**src/rtl/ppu_pattern_fetch.sv**
```systemverilog
// ppu_pattern_fetch
// Fetches one CHR pattern row for the renderer: it issues the plane-0 and
// plane-1 addresses on the PPU bus, captures the registered memory read data,
// optionally bit-reverses both bytes (H-flip), and presents the pair through a
// valid/ready output. MEM_LATENCY (1..3) is the number of ppu_clk edges
// between the memory sampling ppu_ab and ppu_do holding that data.
module ppu_pattern_fetch #(
    parameter int unsigned MEM_LATENCY = 1
) (
    input  logic        ppu_clk,
    input  logic        ppu_rst_n,
    input  logic        req_valid,
    output logic        req_ready,
    input  logic        req_table,
    input  logic [7:0]  req_tile,
    input  logic [2:0]  req_fine_y,
    input  logic        req_hflip,
    output logic [13:0] ppu_ab,
    output logic        ppu_rd,
    input  logic [7:0]  ppu_do,
    output logic        out_valid,
    input  logic        out_ready,
    output logic [7:0]  out_lo,
    output logic [7:0]  out_hi
);

    localparam logic [1:0] ST_IDLE     = 2'd0;
    localparam logic [1:0] ST_ISSUE_HI = 2'd1;
    localparam logic [1:0] ST_WAIT     = 2'd2;

    // Counter values (counter loads 1 on the ISSUE_HI edge) at which the
    // low and high plane bytes are present on ppu_do.
    localparam logic [2:0] CAP_LO = 3'(MEM_LATENCY);
    localparam logic [2:0] CAP_HI = 3'(MEM_LATENCY + 1);

    logic [1:0]  state_q,     state_d;
    logic        table_q,     table_d;
    logic [7:0]  tile_q,      tile_d;
    logic [2:0]  fine_y_q,    fine_y_d;
    logic        hflip_q,     hflip_d;
    logic [13:0] ab_q,        ab_d;
    logic        rd_q,        rd_d;
    logic [2:0]  cnt_q,       cnt_d;
    logic [7:0]  lo_q,        lo_d;
    logic        out_valid_q, out_valid_d;
    logic [7:0]  out_lo_q,    out_lo_d;
    logic [7:0]  out_hi_q,    out_hi_d;
    logic        complete;

    function automatic logic [7:0] bit_rev(input logic [7:0] v);
        logic [7:0] r;
        for (int i = 0; i < 8; i++) begin
            r[i] = v[7-i];
        end
        return r;
    endfunction

    // A new request may start once the output slot is free or being drained this edge.
    assign req_ready = (state_q == ST_IDLE) && (!out_valid_q || out_ready);

    // Next-state logic for the fetch sequencer and the output register.
    always_comb begin
        // NOTE: every _d gets its hold value first so no path through the case leaves it unassigned (no latch).
        state_d     = state_q;
        table_d     = table_q;
        tile_d      = tile_q;
        fine_y_d    = fine_y_q;
        hflip_d     = hflip_q;
        ab_d        = ab_q;
        rd_d        = rd_q;
        cnt_d       = cnt_q;
        lo_d        = lo_q;
        out_valid_d = out_valid_q;
        out_lo_d    = out_lo_q;
        out_hi_d    = out_hi_q;
        complete    = 1'b0;

        case (state_q)
            ST_IDLE: begin
                if (req_valid && req_ready) begin
                    table_d  = req_table;
                    tile_d   = req_tile;
                    fine_y_d = req_fine_y;
                    hflip_d  = req_hflip;
                    ab_d     = {1'b0, req_table, req_tile, 1'b0, req_fine_y};
                    rd_d     = 1'b1;
                    state_d  = ST_ISSUE_HI;
                end
            end
            ST_ISSUE_HI: begin
                ab_d    = {1'b0, table_q, tile_q, 1'b1, fine_y_q};
                cnt_d   = 3'd1;
                state_d = ST_WAIT;
            end
            ST_WAIT: begin
                if (cnt_q == CAP_LO) begin
                    lo_d = ppu_do;
                end
                if (cnt_q == CAP_HI) begin
                    complete = 1'b1;
                    rd_d     = 1'b0;
                    state_d  = ST_IDLE;
                end else begin
                    cnt_d = cnt_q + 3'd1;
                end
            end
            default: state_d = ST_IDLE;
        endcase

        // A completion wins over a consume landing on the same edge.
        if (complete) begin
            out_valid_d = 1'b1;
            out_lo_d    = hflip_q ? bit_rev(lo_q)   : lo_q;
            out_hi_d    = hflip_q ? bit_rev(ppu_do) : ppu_do;
        end else if (out_ready) begin
            out_valid_d = 1'b0;
        end
    end

    // State registers; an asynchronous reset abandons any fetch in flight.
    always_ff @(posedge ppu_clk or negedge ppu_rst_n) begin
        if (!ppu_rst_n) begin
            state_q     <= ST_IDLE;
            table_q     <= 1'b0;
            tile_q      <= 8'd0;
            fine_y_q    <= 3'd0;
            hflip_q     <= 1'b0;
            ab_q        <= 14'd0;
            rd_q        <= 1'b0;
            cnt_q       <= 3'd0;
            lo_q        <= 8'd0;
            out_valid_q <= 1'b0;
            out_lo_q    <= 8'd0;
            out_hi_q    <= 8'd0;
        end else begin
            // NOTE: non-blocking so every register samples the pre-edge values computed above.
            state_q     <= state_d;
            table_q     <= table_d;
            tile_q      <= tile_d;
            fine_y_q    <= fine_y_d;
            hflip_q     <= hflip_d;
            ab_q        <= ab_d;
            rd_q        <= rd_d;
            cnt_q       <= cnt_d;
            lo_q        <= lo_d;
            out_valid_q <= out_valid_d;
            out_lo_q    <= out_lo_d;
            out_hi_q    <= out_hi_d;
        end
    end

    assign ppu_ab    = ab_q;
    assign ppu_rd    = rd_q;
    assign out_valid = out_valid_q;
    assign out_lo    = out_lo_q;
    assign out_hi    = out_hi_q;

endmodule
```
**config.mk**
```make
export PLATFORM = sky130hd
export DESIGN_NAME = ppu_pattern_fetch
export DESIGN_NICKNAME = d
export VERILOG_FILES = /design/src/rtl/ppu_pattern_fetch.sv
export SDC_FILE = /design/constraint.sdc
export NUM_CORES = 1
export LEC_CHECK = 0
export BUFFER_PORTS_ARGS = -buffer_cell sky130_fd_sc_hd__buf_2
export CAP_MARGIN = 15
export CORE_ASPECT_RATIO = 0.9
export CORE_MARGIN = 2
export CORE_UTILIZATION = 57
export DETAILED_ROUTE_END_ITERATION = 12
export MAX_ROUTING_LAYER = met4
export PLACE_DENSITY = 0.84
export SETUP_SLACK_MARGIN = 0.05
export SYNTH_ARGS = -nofsm -noshare
export SYNTH_HDL_FRONTEND = slang
export SYNTH_SLANG_ARGS = --single-unit
export TNS_END_PERCENT = 5
```
**constraint.sdc**
```tcl
create_clock -name ppu_clk -period 4.1 [get_ports ppu_clk]
set_input_delay 0.205 -clock ppu_clk [delete_from_list [all_inputs] [get_ports ppu_clk]]
set_output_delay 0.205 -clock ppu_clk [all_outputs]
set_load 0.01 [all_outputs]
```
==> results of run 1 <==
path summary, 6_finish.rpt:
kind / startpoint / to / slack, ps / cells past startpoint
worst max-delay path: state_q[0] / ppu_ab[4] / 2390 / 3
worst min-delay path: ppu_rst_n / out_hi[0] / 4 / 2
worst max register to register: state_q[0] / ppu_ab[4] / 2390 / 3
worst min register to register: ppu_ab[3] / ppu_ab[3] / 490 / 1
max in group asynchronous: ppu_rst_n / tile_q[2] / 3640 / 2
min in group ppu_clk: req_fine_y[0] / ppu_ab[0] / 120 / 2
metrics by stage:
step	setup WS (ps)	util [%]	instance area [sq um]	hold slack, ps
after detailed placement	2376	65.07	2846	383.9
after global routing	2238	69.05	3020	58.24
after CTS	2365	69.05	3020	26.18
after floorplan	2653	-	2545	-90.59
after global placement	2420	65.07	2846	383.6
final	2388	69.05	3020	3.980
routing by layer:
layer  GRT usage [%]  share of wire (%)  vias to the layer above
li1                -                  -                      829
met1           27.78                 47                      820
met2           30.42                 45                       66
met3           8.507                7.5                        4
met4           6.696               0.75                        0
met5               -                  0                        -
cells in the mapped netlist (3+ instances only):
| library cell | number | area share (%) |
|---|---|---|
| mux2i_1 | 16 | 6.3 |
| mux2_2 | 20 | 8.8 |
| o221a_2 | 3 | 1.3 |
| a21oi_1 | 18 | 3.5 |
| nand2b_1 | 5 | 1.2 |
| a221o_1 | 9 | 3.5 |
| and2_1 | 11 | 2.7 |
| nor2b_1 | 3 | 0.74 |
| o21ai_0 | 3 | 0.59 |
| dfrtp_1 | 57 | 56 |
| inv_1 | 5 | 0.74 |
| ha_1 | 3 | 1.5 |
| buf_6 | 4 | 1.8 |
| buf_2 | 6 | 1.2 |
| nor2_1 | 17 | 2.5 |
state kept, by name (all words and copies together), names as in the netlist:
signal,flops
ppu_ab,13
lo_q,8
out_hi,8
out_lo,8
tile_q,8
cnt_q,3
fine_y_q,3
state_q,2
hflip_q,1
out_valid,1
ppu_rd,1
table_q,1
worst reg2reg max path: stages (launching register included):
cell and delay [ps]:
dfrtp_1 550, nor2b_2 540, a21oi_2 170, a221o_1 340
power by group:
group	total [uW]	switching (uW)	leakage [uW]	internal (uW)
registers	1050	215	0.000665	831
clock network	455	206	0.0000932	249
logic	878	397	0.000666	481
total	2380	818	0.00142	1560
cell families (layout without fill, tap and decap cells):
logic type | Yosys count | after routing | share of synthesized area, %
buf+inv | 18 | 80 | 4.277
flops | 57 | 57 | 56.05
other cells | 1 | 1 | 0.1474
mux | 37 | 37 | 15.59
fa+ha+maj | 3 | 3 | 1.475
compound gates | 42 | 42 | 11.60
simple gates | 44 | 44 | 10.87
layout make-up:
class / instances / share of cell area (%)
timing repair buffer: 58 / 9.776
clock buffer: 13 / 5.261
tap: 62 / 2.568
inverter: 6 / 0.7456
sequential: 57 / 47.22
clock inverter: 3 / 0.4971
multi-input combinational: 127 / 33.93
==> flow_summary.json, run 1 <==
{
  "outcome": "completed",
  "timing.critical_path.arrival_ps": 1930,
  "path_cells": "nor2b_2 > a21oi_2 > a221o_1",
  "setup.worst_path.start_class": "register",
  "layout_min_cycle_time_ps": 1712,
  "clk_path_buf_depth": 2,
  "cts.hold.buffers_added": 0,
  "worst_path_dominant_cell_family": "flip-flops",
  "clock_tree_from_tritoncts": "done",
  "cts_root_buffer": "clkbuf_8",
  "vias_per_cell": 5.273,
  "start_util_pct": 58.18,
  "mappedNetlistArea_sq_um": 2545,
  "timing.hold.worst.class": "in2async",
  "routed_wirelength_mm": 4.545,
  "timing.critical_path.slowest_cell_delay_ps": 550,
  "cp_data_required_time_ps": 4310,
  "placedCellCount": 310,
  "multi_input_area_sq_um": 1025,
  "syn_avg_cell_area_sq_um": 12.60,
  "final.setup_skew_ps": 8.058,
  "clock-sinks": 57,
  "cts_resized": 0,
  "min_period_over_period_pct": 41.77,
  "layout_filler_cell_count": 333,
  "hpwlAfterDp_mm": 3.087,
  "critical_path.endpoint_type": "register",
  "area_delta_synth_final_pct": 18.68,
  "drt-pass1-iter-count": 4,
  "hold_violations": 0,
  "totalNegativeSetupSlack_ps": 0,
  "finalPower_uw": 2380,
  "clkLatencyLatePin_ps": 330,
  "power_leakage_uw": 0.001424,
  "initialDrtViolationCount": 113,
  "wire_length_per_cell_microns": 13.94,
  "overflow": 0,
  "post-route-drc-count": 0,
  "io_pins": 58,
  "post_synth_inst_count": 202,
  "crit_path_top_delay_cell": "dfrtp_1",
  "core_area_sq_um": 4374,
  "worst-slew-pin-transition_ps": 835.9,
  "cts.reportedPaths.clkPinSlew_ps": 60,
  "grt_usage_pct": 21.21,
  "worstPathBufferInverterCount": 0,
  "slew_viols_final": 0,
  "ys_seq_area_share_pct": 56.05,
  "synth_enable_flop_cells": 0,
  "cts.htree.levels": 3,
  "antenna_violating_nets_post_route": 0,
  "grt_antenna_before_repair": 0,
  "ys_types": 35,
  "cts.repair_timing.setup_buffer_count": 0,
  "row_count": 23,
  "routed-via-count": 1719,
  "ys.flop_type": "dfrtp_1",
  "power_density_nw_per_um2": 788.0,
  "synth.yosys.warnings": 0,
  "max-vdd-ir-drop_mv": 0.4504,
  "net_count_of_the_mapped_netlist": 230,
  "achievable-frequency_ghz": 0.5840,
  "max-cap-violations": 0,
  "timing_worst_setup_path_type": "reg2reg",
  "yosys_register_bits": 57,
  "place.port_buffers": 56,
  "die_w_microns": 74.44,
  "num-nets-final": 287,
  "insertedDiodeCount": 0,
  "layout.cells.most_common": "dfrtp_1",
  "tritoncts.num_buffers": 9,
  "die_area_sq_um": 5016,
  "area.sequential_sq_um": 1426,
  "drive_gt1_share_pct": 39.02,
  "synthArstFlopShare_pct": 100.0,
  "grt_max_degree": 58,
  "highest_net_fanout_along_the_worst_path": 16,
  "place_congestion": 0.7269,
  "floorplan.die.height_microns": 67.39,
  "grt_first_pass_wirelength_mm": 7.562,
  "setup_viol": 0,
  "layout_common_cells": "dfrtp_1 (57), buf_2 (56), mux2_2 (20), a21oi_1 (18), nor2_1 (17)",
  "max-slew-margin-rel_pct": 44.27,
  "rsz_0062_raised_after_global_routing": "no",
  "grt_pass1_vias": 1613,
  "final_cell_count_no_fill": 326
}
Power figures use the tool's default switching activity.
==> run 2, diff against run 1 <==
Settings changed: CORE_UTILIZATION 57 to 53, PLACE_DENSITY 0.84 to 0.79.
Clock period 4.1 ns to 1.8 ns, I/O delays scaled along.
==> run 2 against run 1 <==
Sequential share of layout area is 1.9 points lower. First-iteration DRC count is 59% lower. Core utilization rose by 0.18 points. Global-route usage down 0.99 points. Routed wire length rose by 5.7%. Fmax up 3.8%. Design area up 4.2%. Non-clock buffer count up 11. Sequential power grew 120%. Largest cell class unchanged. Highest routed layer unchanged.
==> flow_summary.json, run 2 (same netlist as run 1, synthesis figures left out) <==
{
  "place_congestion": 0.7772,
  "fin_worst_hold_slack_ps": 8.868,
  "clkPwrFrac_pct": 19.2,
  "finalPower_uw": 5492,
  "insertedDiodeCount": 0,
  "power.share.sequential_pct": 41.7,
  "min_period_over_period_pct": 91.69,
  "floorplan.die.height_microns": 69.74,
  "initialDrtViolationCount": 46,
  "power_leakage_uw": 0.001480,
  "met3_wirelength_microns": 256,
  "met2WireLength_mm": 2.330,
  "layout_min_cycle_time_ps": 1650,
  "critical_path.endpoint_type": "register",
  "timing.critical_path.arrival_ps": 1860,
  "number_of_flip_flops_under_the_largest_register_name": 13,
  "max-vdd-ir-drop_mv": 1.035,
  "reg2reg_from": "state_q[1]",
  "grt_antenna_before_repair": 0,
  "num-nets-final": 298,
  "wire_length_per_cell_microns": 14.26,
  "timing.reg2reg.setup_slack_ps": 150,
  "final.setup_skew_ps": 4.116,
  "clock-sinks": 57,
  "cts.reportedPaths.clkPinSlew_ps": 60,
  "max-cap-violations": 0,
  "cts.htree.levels": 3,
  "cp_data_required_time_ps": 2010,
  "internal_power_uw": 3606,
  "timing_worst_setup_path_type": "reg2reg",
  "power_density_nw_per_um2": 1744,
  "achievable-frequency_ghz": 0.6059,
  "die_w_microns": 77.05,
  "pwr-share-comb_pct": 39.1,
  "antenna_violating_nets_post_route": 0,
  "hold_end": "ppu_ab[5]",
  "hold_violations": 0,
  "setup_viol": 0,
  "post-route-drc-count": 0,
  "io_pins": 58,
  "slew_viols_final": 0,
  "totalNegativeSetupSlack_ps": 0,
  "min_path_cells": 2,
  "power.switching_fraction_pct": 34.33,
  "setup.worst_path.start_class": "register",
  "highest_net_fanout_along_the_worst_path": 12,
  "routed-via-count": 1786,
  "hold_path.startpoint": "req_tile[1]",
  "clk_path_buf_depth": 2,
  "timing.hold.worst.class": "in2reg",
  "r2r-end": "lo_q[1]",
  "place.port_buffers": 56,
  "drive_gt1_share_pct": 38.55,
  "die_area_sq_um": 5373,
  "grt_pass1_vias": 1782,
  "layout_filler_cell_count": 347,
  "power_switching_uw": 1885,
  "layout.cells.most_common": "dfrtp_1",
  "rsz_0062_raised_after_global_routing": "no",
  "core_area_sq_um": 4547,
  "topRoutingLayerUsed": "met4",
  "row_count": 23,
  "grt_first_pass_wirelength_mm": 8.190,
  "cts.repair_timing.setup_buffer_count": 0,
  "vias_per_cell": 5.300,
  "grt_max_degree": 38,
  "outcome": "completed",
  "tritoncts.num_buffers": 9,
  "worstSetupStartpoint": "state_q[1]",
  "wl_met1_mm": 2.185,
  "cts_resized": 0,
  "layout_common_cells": "dfrtp_1 (57), buf_2 (56), mux2_2 (20), a21oi_1 (18), nor2_1 (17)",
  "cts_root_buffer": "clkbuf_8",
  "routed_wirelength_mm": 4.806,
  "area_delta_synth_final_pct": 23.70,
  "grt_usage_pct": 20.22,
  "clock_tree_from_tritoncts": "done",
  "overflow": 0,
  "drt-pass1-iter-count": 4,
  "ff2ff_path_depth": 3,
  "hpwlAfterDp_mm": 3.296,
  "start_util_pct": 55.97,
  "clkLatencyLatePin_ps": 330
}
==> run 2: layer usage <==
| layer | global-route usage, % | up-vias |
|---|---|---|
| met5 | - | - |
| met4 | 5.952 | 0 |
| met3 | 7.682 | 4 |
| met2 | 32.16 | 59 |
| met1 | 24.16 | 868 |
| li1 | - | 855 |
==> run 2: through the flow <==
| step | utilization (%) | instance area [sq um] | setup WS [ps] | cells |
|---|---|---|---|---|
| 5_1_grt | 69.24 | 3148 | 55.04 | 337 |
| 2_1_floorplan | - | 2545 | 353.3 | 202 |
| 6_report | 69.24 | 3148 | 149.7 | 337 |
| 3_3_place_gp | 63.65 | 2894 | 215.7 | 313 |
| 4_1_cts | 69.01 | 3138 | 138.5 | 336 |
| 3_5_place_dp | 63.65 | 2894 | 136.5 | 313 |
==> run 2: worst max-delay path, cell delays in order (launching register included) <==
cell,delay [ps]
dfrtp_1,630
nand2b_4,120
nor3b_4,400
mux2_2,380
==> run 2: repair_timing <==
action,4_1_cts,5_1_grt
setup endpoints to repair,0,0
endpoints found under the hold margin,28,1
hold buffers,7,1
==> run 2: how the worst max path moves through the flow <==
stage               cells past startpoint  slack, ps         to
floorplan                               7        350  out_lo[0]
global placement                        3        220    lo_q[6]
detailed placement                      3        140    lo_q[1]
CTS                                     3        140    lo_q[4]
global route                            3         60    lo_q[4]
finish                                  3        150    lo_q[1]
==> run 2: power by group through the flow <==
stage | Clock [uW] | Sequential, uW | Combinational, uW
after CTS | 1090 | 2290 | 2180
after floorplan | 0 | 2360 | 1450
after global placement | 0 | 2290 | 2110
final | 1050 | 2290 | 2150
after detailed placement | 0 | 2310 | 2170
after global routing | 1150 | 2380 | 2370
==> run 2: final cells by class <==
cell class,count,area (sq um),share of cell area [%]
sequential,57,1426,45.31
multi-input combinational,127,1025,32.55
timing repair buffer,69,422.9,13.43
clock buffer,13,158.9,5.048
tap,62,77.57,2.464
inverter,6,22.52,0.7154
clock inverter,3,15.01,0.4769
